<file path="src/rtl/conversor_pkg.sv">
// Shared definitions for the code-to-BCD conversion controller.
// The optional self-test FSM state is present only when CONVERSOR_SELFTEST_EN is defined.
package conversor_pkg;

`ifdef CONVERSOR_SELFTEST_EN
    typedef enum logic [1:0] {ST_IDLE, ST_CONV, ST_HOLD, ST_TEST} state_t;
`else
    typedef enum logic [1:0] {ST_IDLE, ST_CONV, ST_HOLD} state_t;
`endif

    // The only code words {H,G,F,E} that map to a decimal digit, in digit order
    localparam logic [3:0] CODE_0 = 4'b0000;
    localparam logic [3:0] CODE_1 = 4'b0001;
    localparam logic [3:0] CODE_2 = 4'b0011;
    localparam logic [3:0] CODE_3 = 4'b0100;
    localparam logic [3:0] CODE_4 = 4'b0101;
    localparam logic [3:0] CODE_5 = 4'b0111;
    localparam logic [3:0] CODE_6 = 4'b1001;
    localparam logic [3:0] CODE_7 = 4'b1011;
    localparam logic [3:0] CODE_8 = 4'b1100;
    localparam logic [3:0] CODE_9 = 4'b1101;

    localparam int NUM_DIGITS = 10;

    // Digit reported for codes outside the map
    localparam logic [3:0] ERR_BCD_DEFAULT = 4'hF;

endpackage

</file>
<file path="src/rtl/conversor_map.sv">
// Combinational code word -> BCD digit mapper with invalid-code flag.
module conversor_map
    import conversor_pkg::*;
#(
    parameter logic [3:0] ERR_BCD = ERR_BCD_DEFAULT
) (
    input  logic [3:0] code,
    output logic [3:0] bcd,
    output logic       err
);

    // Table lookup; anything not listed is an invalid code
    always_comb begin
        bcd = ERR_BCD;
        err = 1'b1;
        case (code)
            CODE_0:  begin bcd = 4'd0; err = 1'b0; end
            CODE_1:  begin bcd = 4'd1; err = 1'b0; end
            CODE_2:  begin bcd = 4'd2; err = 1'b0; end
            CODE_3:  begin bcd = 4'd3; err = 1'b0; end
            CODE_4:  begin bcd = 4'd4; err = 1'b0; end
            CODE_5:  begin bcd = 4'd5; err = 1'b0; end
            CODE_6:  begin bcd = 4'd6; err = 1'b0; end
            CODE_7:  begin bcd = 4'd7; err = 1'b0; end
            CODE_8:  begin bcd = 4'd8; err = 1'b0; end
            CODE_9:  begin bcd = 4'd9; err = 1'b0; end
            default: ;
        endcase
    end

endmodule

</file>
<file path="src/rtl/conversor_ctrl.sv">
// Handshaked sequencing controller around conversor_map.
// Flow: IDLE (accept word) -> CONV (register mapper result) -> HOLD (offer result).
// Optional built-in self-test sweep enabled by defining CONVERSOR_SELFTEST_EN.
module conversor_ctrl
    import conversor_pkg::*;
#(
    parameter int         CNT_W   = 8,
    parameter logic [3:0] ERR_BCD = ERR_BCD_DEFAULT
) (
    input  logic             clk,
    input  logic             reset,
    input  logic             in_valid,
    output logic             in_ready,
    input  logic [3:0]       in_code,
    output logic             out_valid,
    input  logic             out_ready,
    output logic [3:0]       out_bcd,
    output logic             out_err,
    output logic [CNT_W-1:0] conv_count,
    output logic [CNT_W-1:0] err_count,
    output logic             busy
`ifdef CONVERSOR_SELFTEST_EN
    ,
    input  logic             start_test,
    output logic             test_done,
    output logic             test_pass
`endif
);

    localparam logic [CNT_W-1:0] CNT_MAX = '1;

    state_t           state_q, state_d;
    logic [3:0]       code_q, code_d;
    logic [3:0]       bcd_q, bcd_d;
    logic             err_q, err_d;
    logic [CNT_W-1:0] conv_q, conv_d;
    logic [CNT_W-1:0] errc_q, errc_d;

    logic [3:0]       map_in;
    logic [3:0]       map_bcd;
    logic             map_err;

`ifdef CONVERSOR_SELFTEST_EN
    localparam logic [3:0] DIGITS = 4'(NUM_DIGITS);

    logic [3:0] idx_q, idx_d;   // code currently swept
    logic [3:0] exp_q, exp_d;   // next digit expected in ascending order
    logic       ok_q, ok_d;     // no ordering violation seen so far
    logic       done_q, done_d;
    logic       pass_q, pass_d;
`endif

    conversor_map #(.ERR_BCD(ERR_BCD)) u_map (
        .code (map_in),
        .bcd  (map_bcd),
        .err  (map_err)
    );

    // State and datapath registers, all cleared by reset
    always_ff @(posedge clk) begin
        if (reset) begin
            state_q <= ST_IDLE;
            code_q  <= '0;
            bcd_q   <= '0;
            err_q   <= 1'b0;
            conv_q  <= '0;
            errc_q  <= '0;
`ifdef CONVERSOR_SELFTEST_EN
            idx_q   <= '0;
            exp_q   <= '0;
            ok_q    <= 1'b0;
            done_q  <= 1'b0;
            pass_q  <= 1'b0;
`endif
        end else begin
            state_q <= state_d;
            code_q  <= code_d;
            bcd_q   <= bcd_d;
            err_q   <= err_d;
            conv_q  <= conv_d;
            errc_q  <= errc_d;
`ifdef CONVERSOR_SELFTEST_EN
            idx_q   <= idx_d;
            exp_q   <= exp_d;
            ok_q    <= ok_d;
            done_q  <= done_d;
            pass_q  <= pass_d;
`endif
        end
    end

    // Next-state and next-register values
    always_comb begin
        state_d = state_q;
        code_d  = code_q;
        bcd_d   = bcd_q;
        err_d   = err_q;
        conv_d  = conv_q;
        errc_d  = errc_q;
`ifdef CONVERSOR_SELFTEST_EN
        idx_d   = idx_q;
        exp_d   = exp_q;
        ok_d    = ok_q;
        done_d  = 1'b0;
        pass_d  = pass_q;
`endif
        case (state_q)
            ST_IDLE: begin
`ifdef CONVERSOR_SELFTEST_EN
                // Self-test request wins over a pending word
                if (start_test) begin
                    state_d = ST_TEST;
                    idx_d   = '0;
                    exp_d   = '0;
                    ok_d    = 1'b1;
                    pass_d  = 1'b0;
                end else
`endif
                if (in_valid) begin
                    code_d  = in_code;
                    state_d = ST_CONV;
                end
            end
            ST_CONV: begin
                bcd_d   = map_bcd;
                err_d   = map_err;
                state_d = ST_HOLD;
            end
            ST_HOLD: begin
                if (out_ready) begin
                    state_d = ST_IDLE;
                    if (err_q) begin
                        if (errc_q != CNT_MAX) errc_d = errc_q + CNT_W'(1);
                    end else begin
                        if (conv_q != CNT_MAX) conv_d = conv_q + CNT_W'(1);
                    end
                end
            end
`ifdef CONVERSOR_SELFTEST_EN
            ST_TEST: begin
                idx_d = idx_q + 4'd1;
                if (!map_err) begin
                    if ((map_bcd == exp_q) && (exp_q < DIGITS)) exp_d = exp_q + 4'd1;
                    else                                         ok_d  = 1'b0;
                end
                if (idx_q == 4'd15) begin
                    state_d = ST_IDLE;
                    done_d  = 1'b1;
                    pass_d  = ok_d && (exp_d == DIGITS);
                end
            end
`endif
            default: state_d = ST_IDLE;
        endcase
    end

    // Moore outputs and mapper input selection
    always_comb begin
        in_ready  = (state_q == ST_IDLE) && !reset;
        out_valid = (state_q == ST_HOLD);
        busy      = (state_q != ST_IDLE);
        map_in    = code_q;
`ifdef CONVERSOR_SELFTEST_EN
        if (start_test) in_ready = 1'b0;
        if (state_q == ST_TEST) map_in = idx_q;
`endif
    end

    assign out_bcd    = bcd_q;
    assign out_err    = err_q;
    assign conv_count = conv_q;
    assign err_count  = errc_q;
`ifdef CONVERSOR_SELFTEST_EN
    assign test_done  = done_q;
    assign test_pass  = pass_q;
`endif

endmodule
</file>
<file path="config.mk">
export PLATFORM = sky130hd
export DESIGN_NAME = conversor_ctrl
export DESIGN_NICKNAME = d
export VERILOG_FILES = /design/src/rtl/conversor_pkg.sv /design/src/rtl/conversor_map.sv /design/src/rtl/conversor_ctrl.sv
export SDC_FILE = /design/constraint.sdc
export NUM_CORES = 1
export LEC_CHECK = 0
export CORE_MARGIN = 1
export CORE_UTILIZATION = 61
export CTS_CLUSTER_DIAMETER = 50
export DETAILED_ROUTE_END_ITERATION = 6
export DONT_BUFFER_PORTS = 1
export GPL_TIMING_DRIVEN = 0
export PLACE_DENSITY = 0.77
export REMOVE_ABC_BUFFERS = 1
export SETUP_SLACK_MARGIN = 0.5
export SLEW_MARGIN = 20
export SYNTH_ARGS = -nofsm -noshare
export SYNTH_HDL_FRONTEND = slang
export SYNTH_HIERARCHICAL = 1
export SYNTH_SLANG_ARGS = --single-unit
export TNS_END_PERCENT = 100
</file>
<file path="constraint.sdc">
create_clock -name clk -period 2.2 [get_ports clk]
set_clock_uncertainty 0.15 [all_clocks]
set_input_delay 0.22 -clock clk [delete_from_list [all_inputs] [get_ports clk]]
set_output_delay 0.22 -clock clk [all_outputs]
set_load 0.05 [all_outputs]
</file>
* After elaboration in Yosys (flattened, before gate mapping)
Index checks and enable logic that the tools add are counted.
Operators by class: bitwise gates (word level) 1, reduce and logical (&&, ||, !) cells 10, $add $sub $neg 2, eq/ne operators 15, muxes and demuxes 5
Operators with widths (number):
- 4-bit case mux with 10 select lines | 1
- 8-bit by 1-bit adder with 8-bit output (second input constant) | 2
- 4-bit equality test (second input constant) | 4
- 8-bit != test (second input constant) | 2
- 4-bit by 3-bit equality test with 1-bit output (second input constant) | 3
- 10-bit OR reduction | 1
- 4-bit AND reduction | 2
- 2-bit case mux with 3 select lines | 1
- 4-bit by 1-bit equality test with 1-bit output (second input constant) | 1
- 4-bit by 2-bit equality test with 1-bit output (second input constant) | 1
- 4-bit logical NOT | 1
- 2-bit two-way mux | 2
- 2-bit AND reduction | 2
- 2-bit by 1-bit equality test with 1-bit output (second input constant) | 1
- 2-bit equality test (second input constant) | 1
- 2-bit logical NOT | 1
- 2-bit by 1-bit != test with 1-bit output (second input constant) | 1
- 2-bit != test (second input constant) | 1
- 2-bit nonzero test | 1
- 1-bit logical AND | 1
- 1-bit logical NOT | 1
- 1-bit two-way mux | 1
- 1-bit inverter | 1
Storage, ports and cells: input port bits 8, logic and storage cells 39, register bits after elaboration 27

* Longest topological paths before layout
Gate-level depths: netlist of the first run.
word-level depth 3, mapped depth 5, depth with buffers taken out 5

* Hierarchy
Netlist of the first run, hierarchy kept.
Modules (own cells, without submodules):
- conversor_ctrl | times used 1, area each 1207.4 µm², cells each 129, seq. area each 540.5 µm²
- conversor_map | times used 1, area each 110.1 µm², cells each 17, seq. area each 0.0 µm²

* Worst setup path before layout of the first run
Ideal clock, no wire load.
path kind register -> register, start reg errc_q[0], in the netlist err_count[0], end reg errc_q[1], in the netlist err_count[1], arrival time 1645 ps, period minus slack after synthesis 1922 ps, stages on the path, launching flop included 6, slack 278 ps, setup time 128 ps, cells stage by stage dfxtp_1 > ha_1 > nand3_1 > o21ai_1 > mux2i_1 > nor2_1
On the way: cells in the longest elaborated chain, start to end 2
Ends and longest elaborated chain:
- start, declared | line conversor_ctrl.sv:37 | logic [CNT_W-1:0] errc_q, errc_d;
- start signal, assigned | line conversor_ctrl.sv:81 | errc_q <= errc_d;
- branches (longest 2 deep; another with 8-bit by 1-bit adder with 8-bit output)
Several ways; the timed one is not identified. A chain may end at the register's enable or synchronous reset.

* Final worst setup path of the first run
start reg state_q[0], end out in_ready
On the way: cells in the longest elaborated chain, start to end 2
Ends and longest elaborated chain:
- start, declared | line conversor_ctrl.sv:32 | state_t state_q, state_d;
- start signal, assigned | line conversor_ctrl.sv:76 | state_q <= state_d;
- 2-bit logical NOT | line conversor_ctrl.sv:159 | in_ready = (state_q == ST_IDLE) && !reset;
- 1-bit logical AND | line conversor_ctrl.sv:159
- end, declared | line conversor_ctrl.sv:13 | output logic in_ready,
Every way passes these cells.

==> results of run 1 <==
[worst max-delay path by stage]
stage	start	endpoint
final	state_q[0]	in_ready
after floorplan	err_count[0]	err_count[1]
after CTS	state_q[1]	in_ready
after global placement	err_count[0]	err_count[1]
after detailed placement	err_count[0]	err_count[1]
after global routing	state_q[0]	in_ready
[report_power, final]
| part | switching [uW] | internal [uW] | total, uW | leakage, uW |
|---|---|---|---|---|
| Combinational | 63.0 | 45.5 | 108 | 0.000351 |
| Clock | 141 | 70.9 | 212 | 0.0000150 |
| Sequential | 37.3 | 492 | 529 | 0.000231 |
[cell usage after synthesis, drive strengths merged (2+ instances only)]
cell / number / area (um2)
a211oi: 4 / 30.0
dfxtp: 27 / 541
xor2: 5 / 51.3
nand3: 5 / 25.0
nand2: 6 / 22.5
ha: 2 / 25.0
nand4: 2 / 12.5
nor2: 25 / 96.4
a21oi: 5 / 25.0
a31oi: 6 / 37.5
nor2b: 2 / 12.5
o211ai: 3 / 27.5
o21ai: 4 / 20.0
and3: 5 / 41.3
clkbuf: 3 / 11.3
and4: 4 / 37.5
inv: 4 / 15.0
mux2i: 11 / 110
nor3: 8 / 40.0
[routing by layer]
layer / vias up / global-route usage (%) / part of all wire [%]
li1: 553 / - / -
met1: 543 / 26.7 / 40
met2: 54 / 46.2 / 52
met3: 6 / 6.60 / 6.7
met4: 0 / 8.82 / 1.3
met5: - / 0 / 0
[cells in the final DEF, fill, tap and decap left out, types with 3 or more instances in the layout]
cell type      instances
nand2_1                6
mux2i_1               11
a31oi_1                6
nor3_1                 8
dlygate4sd3_1          6
dfxtp_2               10
a21oi_1                5
inv_1                  3
clkbuf_4               3
dfxtp_4                9
a211oi_1               4
nor2_1                22
and3_1                 3
and4_1                 3
dfxtp_1                8
xor2_1                 4
nand3_1                3
[repair_timing]
item,4_1_cts,5_1_grt
hold endpoints to repair,27,0
buffers inserted,1,1
pin swaps,1,5
gates resized for setup,29,14
hold buffers,7,0
endpoints found under the setup margin,18,16
[tightest hold or removal path, cell delays in order]
cell	delay, ps
and4b_1	190
a21oi_1	160
nor3_1	50
[layout make-up]
class	instances	area, um2
clock buffer	4	26.3
tap	27	33.8
multi-input combinational	111	810
fill	138	443
timing repair buffer	9	87.6
inverter	4	15.0
sequential	27	587
[cell families (layout without fill, tap and decap cells)]
group	Yosys count	in the layout	synth area share, %
buf+inv	8	17	2.28
xor+xnor	6	6	4.56
simple gates	65	65	26.8
fa+ha+maj	2	2	1.90
compound gates	26	26	14.0
flops	27	27	41.0
mux	12	12	9.50
[registers in the layout, summed over array words and instances, names as in the netlist]
name	flops
out_err	1
code_q	4
out_bcd	4
conv_count	8
state_q	2
err_count	8
[per-stage QoR]
stage / instance area [um2] / hold slack, ps / worst slack (ps) / std cells / util, %
global route: 1560 / 194 / 421 / 182 / 77.9
finish: 1560 / 175 / 464 / 182 / 77.9
global placement: 1340 / 145 / 163 / 169 / 66.8
CTS: 1500 / 173 / 321 / 181 / 74.8
detailed placement: 1340 / 147 / 135 / 169 / 66.8
floorplan: 1300 / 139 / 290 / 142 / -
==> out/summary.txt, run 1 <==
Setup TNS: 0 ps
CP max FO: 6
Die ar.: 2350 um2
Worst setup EP type: output port
Status: complete, no violations
HP Class: primary input to flop
CP max stage cell: dfxtp_2
Max Fclk: 576 MHz
Synthesized flop and latch total: 27
Overflow after GRT: 0
Leak: 0.000597 uW
Worst setup SP type: flop
Post-DR vias/cell: 6.35
Die Ht: 48.5 um
Detailed Place HPWL: 1810 um
Largest net degree at the start of global routing: 29
Slew Limit Fails: 0
Distinct cell type count after synthesis: 41
Worst slew pin tran: 992 ps
Crit path buffers/inverters: 0
Deepest level of the CTS H-tree: 1
Worst R2R End: conv_count[3]
TritonCTS buffer count: 3
Die Wd: 48.5 um
Post-synthesis async set-or-reset flop share: 0%
Unrepaired setup endpoints after global routing: true
Final #Nets: 166
Global-route wire length before repair: 4570 um
CTS tree: yes
Worst R2R Setup Slack: 530 ps
CP Data Required Time: 1830 ps
CORE AREA: 2000 um2
Hold Path End: err_count[2]
Ys flop type: dfxtp_1
Hold Path Depth: 3
Max Cap Viol: 0
Worst-case clock buffer depth: 2
Antenna viol nets, final: 0
DRC Markers: 0
Crit path largest cell delay: 380 ps
CP Cell Sequence: or2_4, nor2_4
Share of layout cells above drive strength 1: 29.0%
Post-Syn Area per Cell: 9.02 um2
Worst skew pair latency: 320 ps
Crit path time final: 1740 ps
Vias in the first global route: 1080
Reg2reg start: out_err
DR WL/cell: 16.2 um
Critical Setup Path Class: flop to output port
PortBufs: 0
Clk pin slew, worst setup/hold paths: 140 ps
Starting Density: 65.8%
Router iterations before antenna repair: 4
Clk sinks: 27
Cell area after synthesis: 1320 um2
Kind of cell adding the most delay to the critical path: simple AND/OR/NAND/NOR gates
CTS root buffer: clkbuf_4
Hold Startpoint: out_ready
Sequential area share after synthesis: 41.0%
Post-Syn Instances: 146
Final setup violation count: 0
Post-layout power: 850 uW
Rel. slew slack: 33.8%
Worst path depth: 2
P per Cell Area: 545 nW/um2
Via count: 1156
Worst Reg2Reg Path Length in Cells: 4
Final wirelength: 2950 um
# diodes: 0
Final worst path period share: 78.9%
DRT iter0 DRCs: 47
Top Ports: 32
Routability Congestion: 0.807
# rows: 16
Data arrival, critical path: 1370 ps
Overall Global Routing Usage: 24.8%
Initial antenna violation count: 0
Number of synthesized flops with an enable pin: 0
Yosys Warn Count: 6
Layout area overhead: 18.3%
VDD IR max: 430 uV
Endpoints failing hold: 0
Note: power is estimated with default switching activity, not from simulation.
==> inputs of run 2 (changes only) <==
- clock period: 2.2 -> 1.6 ns (I/O delays scaled with it)
==> run 2 against run 1 <==
The run now ends with hold timing, setup timing left. Combinational power up 61%. Design area is 15% higher. Largest cell class unchanged. Critical path depth rose by 4. Global-route usage is 6.3 points higher. Die area unchanged. Clock power rose by 35%. Setup slack lost 580 ps.
==> out/summary.txt, run 2 (synthesis results as in run 1) <==
Largest net degree at the start of global routing: 30 (+3.4%)
Worst-case clock buffer depth: 2 (unchanged)
HP Class: primary input to flop
Worst setup path end: err_count[6]
Die Ht: 48.5 um (unchanged)
Die ar.: 2350 um2 (unchanged)
Final wirelength: 3810 um (+29%)
CP Data Required Time: 1650 ps (-180 ps)
Post-route cell area: 1790 um2 (+15%)
P per Cell Area: 654 nW/um2 (+20%)
Final worst path period share: 107%
Max Fclk: 582 MHz
Clk pin slew, worst setup/hold paths: 150 ps (about the same)
CTS root buffer: clkbuf_4
# diodes: 0 (unchanged)
# rows: 16 (unchanged)
Post-placement cell count: 169 (unchanged)
Final std cells w/o fill: 190 (+4.4%)
Via count: 1301 (+13%)
Worst R2R End: err_count[6]
Final #Nets: 174 (+4.8%)
Layout area overhead: 36.0%
Clk sinks: 27 (unchanged)
Worst setup EP type: flop
Critical Setup Path Class: flop to flop
Placement Cell Area: 1340 um2 (unchanged)
Die Wd: 48.5 um (unchanged)
Overflow after GRT: 0 (unchanged)
Router iterations before antenna repair: 4 (unchanged)
DRC Markers: 0 (unchanged)
Vias in the first global route: 1255 (+16%)
VDD IR max: 582 uV (+35%)
Starting Density: 65.8% (unchanged)
Rel. slew slack: 75.9% (+42 points)
Slew Limit Fails: 0 (unchanged)
Commonest cells after routing, fill and taps aside: dfxtp_4 (24), nor2_1 (20), mux2i_1 (11)
Share of layout cells above drive strength 1: 49.1% (+20 points)
Max Cap Viol: 0 (unchanged)
Deepest level of the CTS H-tree: 1 (unchanged)
Post-DR vias/cell: 6.85 (+7.8%)
Setup ws final: -117 ps (-581 ps)
CORE AREA: 2000 um2 (unchanged)
Failing checks: hold timing, setup timing
Worst R2R Setup Slack: -120 ps (-650 ps)
CP max FO: 3 (-3)
PortBufs: 0 (unchanged)
Endpoints failing hold: 27 (+27)
Antenna viol nets, final: 0 (unchanged)
Leak: 0.000662 uW (+11%)
Detailed Place HPWL: 1810 um (unchanged)
Worst hold slack: -278 ps (-453 ps)
Initial antenna violation count: 0 (unchanged)
Status: finished with violations
Worst skew pair latency: 320 ps (about the same)
Top Ports: 32 (unchanged)
Data arrival, critical path: 1770 ps (+400 ps)
Reg2reg start: state_q[0]
Setup crit start: state_q[0]
Global-route wire length before repair: 5720 um (+25%)
Worst Reg2Reg Path Length in Cells: 6 (+2)
Leading cell type in the layout, fill and taps excluded: dfxtp_4
Routability Congestion: 0.807 (unchanged)
Final setup violation count: 8 (+8)
Crit path time final: 1720 ps
CTS tree: yes
Worst slew pin tran: 360 ps (-632 ps)
Unrepaired setup endpoints after global routing: true
DR WL/cell: 20.1 um (+24%)
Worst setup SP type: flop
DRT iter0 DRCs: 50 (+6.4%)
Overall Global Routing Usage: 31.1% (+6.3 points)
TritonCTS buffer count: 3 (unchanged)
run 2: cell count changes in the layout (fill, tap and decap cells not counted), moves of 3 or more:
cell / delta
dfxtp_4: +15
nor3_1: -3
dfxtp_2: -8
buf_6: +9
a211oi_2: +3
nor3_2: +3
a211oi_1: -3
dfxtp_1: -7
dlygate4sd3_1: -6
buf_4: +5
run 2: what timing repair did:
action / CTS / global route
resized for setup: 79 / 15
setup endpoints to repair: 51 / 51
pin swaps: 27 / 12
setup buffers: 14 / 3
endpoints found under the hold margin: 27 / 27
run 2: layout make-up:
type	instances	area (um2)
clock buffers	4	26.3
multi-input cells	111	920
fillers	95	210
well taps	27	33.8
flip-flops and latches	27	633
inverters	4	15.0
repair buffers	17	164
run 2: worst max-delay path: stages, from the launching register on:
cell	delay, ps
dfxtp_2	360
buf_6	110
buf_6	100
nand4b_1	270
buf_6	210
nor4_2	310
nor3_1	80
run 2: routing by layer:
layer	vias to the layer above	part of all wire [%]	global-route usage, %
met3	27	7.6	6.60
li1	569	-	-
met5	-	0	0
met2	85	49	55.4
met4	0	5.1	10.8
met1	620	38	36.9
run 2: worst min-delay path by stage:
stage               start       endpoint  cells past startpoint
floorplan           reset     state_q[1]                      1
global placement    reset  conv_count[2]                      1
detailed placement  reset     state_q[1]                      1
CTS                 reset     out_bcd[0]                      1
global route        reset     state_q[1]                      1
finish              reset  conv_count[6]                      1
run 2: metrics by stage:
step	worst slack, ps	total power [uW]	hold WS, ps	util (%)	TNS, ps
6_report	-117	1170	-278	89.5	-438
3_5_place_dp	-465	869	86.9	66.8	-5050
2_1_floorplan	-310	849	79.1	-	-2580
5_1_grt	-174	1220	-300	89.5	-1090
4_1_cts	-57.6	1160	-273	84.8	-138
3_3_place_gp	-437	860	85.3	66.8	-4360
run 2: report_power, final:
part / total [uW] / internal (uW) / switching (uW) / leakage, uW
combinational: 174 / 79.7 / 94.3 / 0.000409
sequential: 711 / 659 / 52.1 / 0.000238
clock: 287 / 97.4 / 190 / 0.0000150
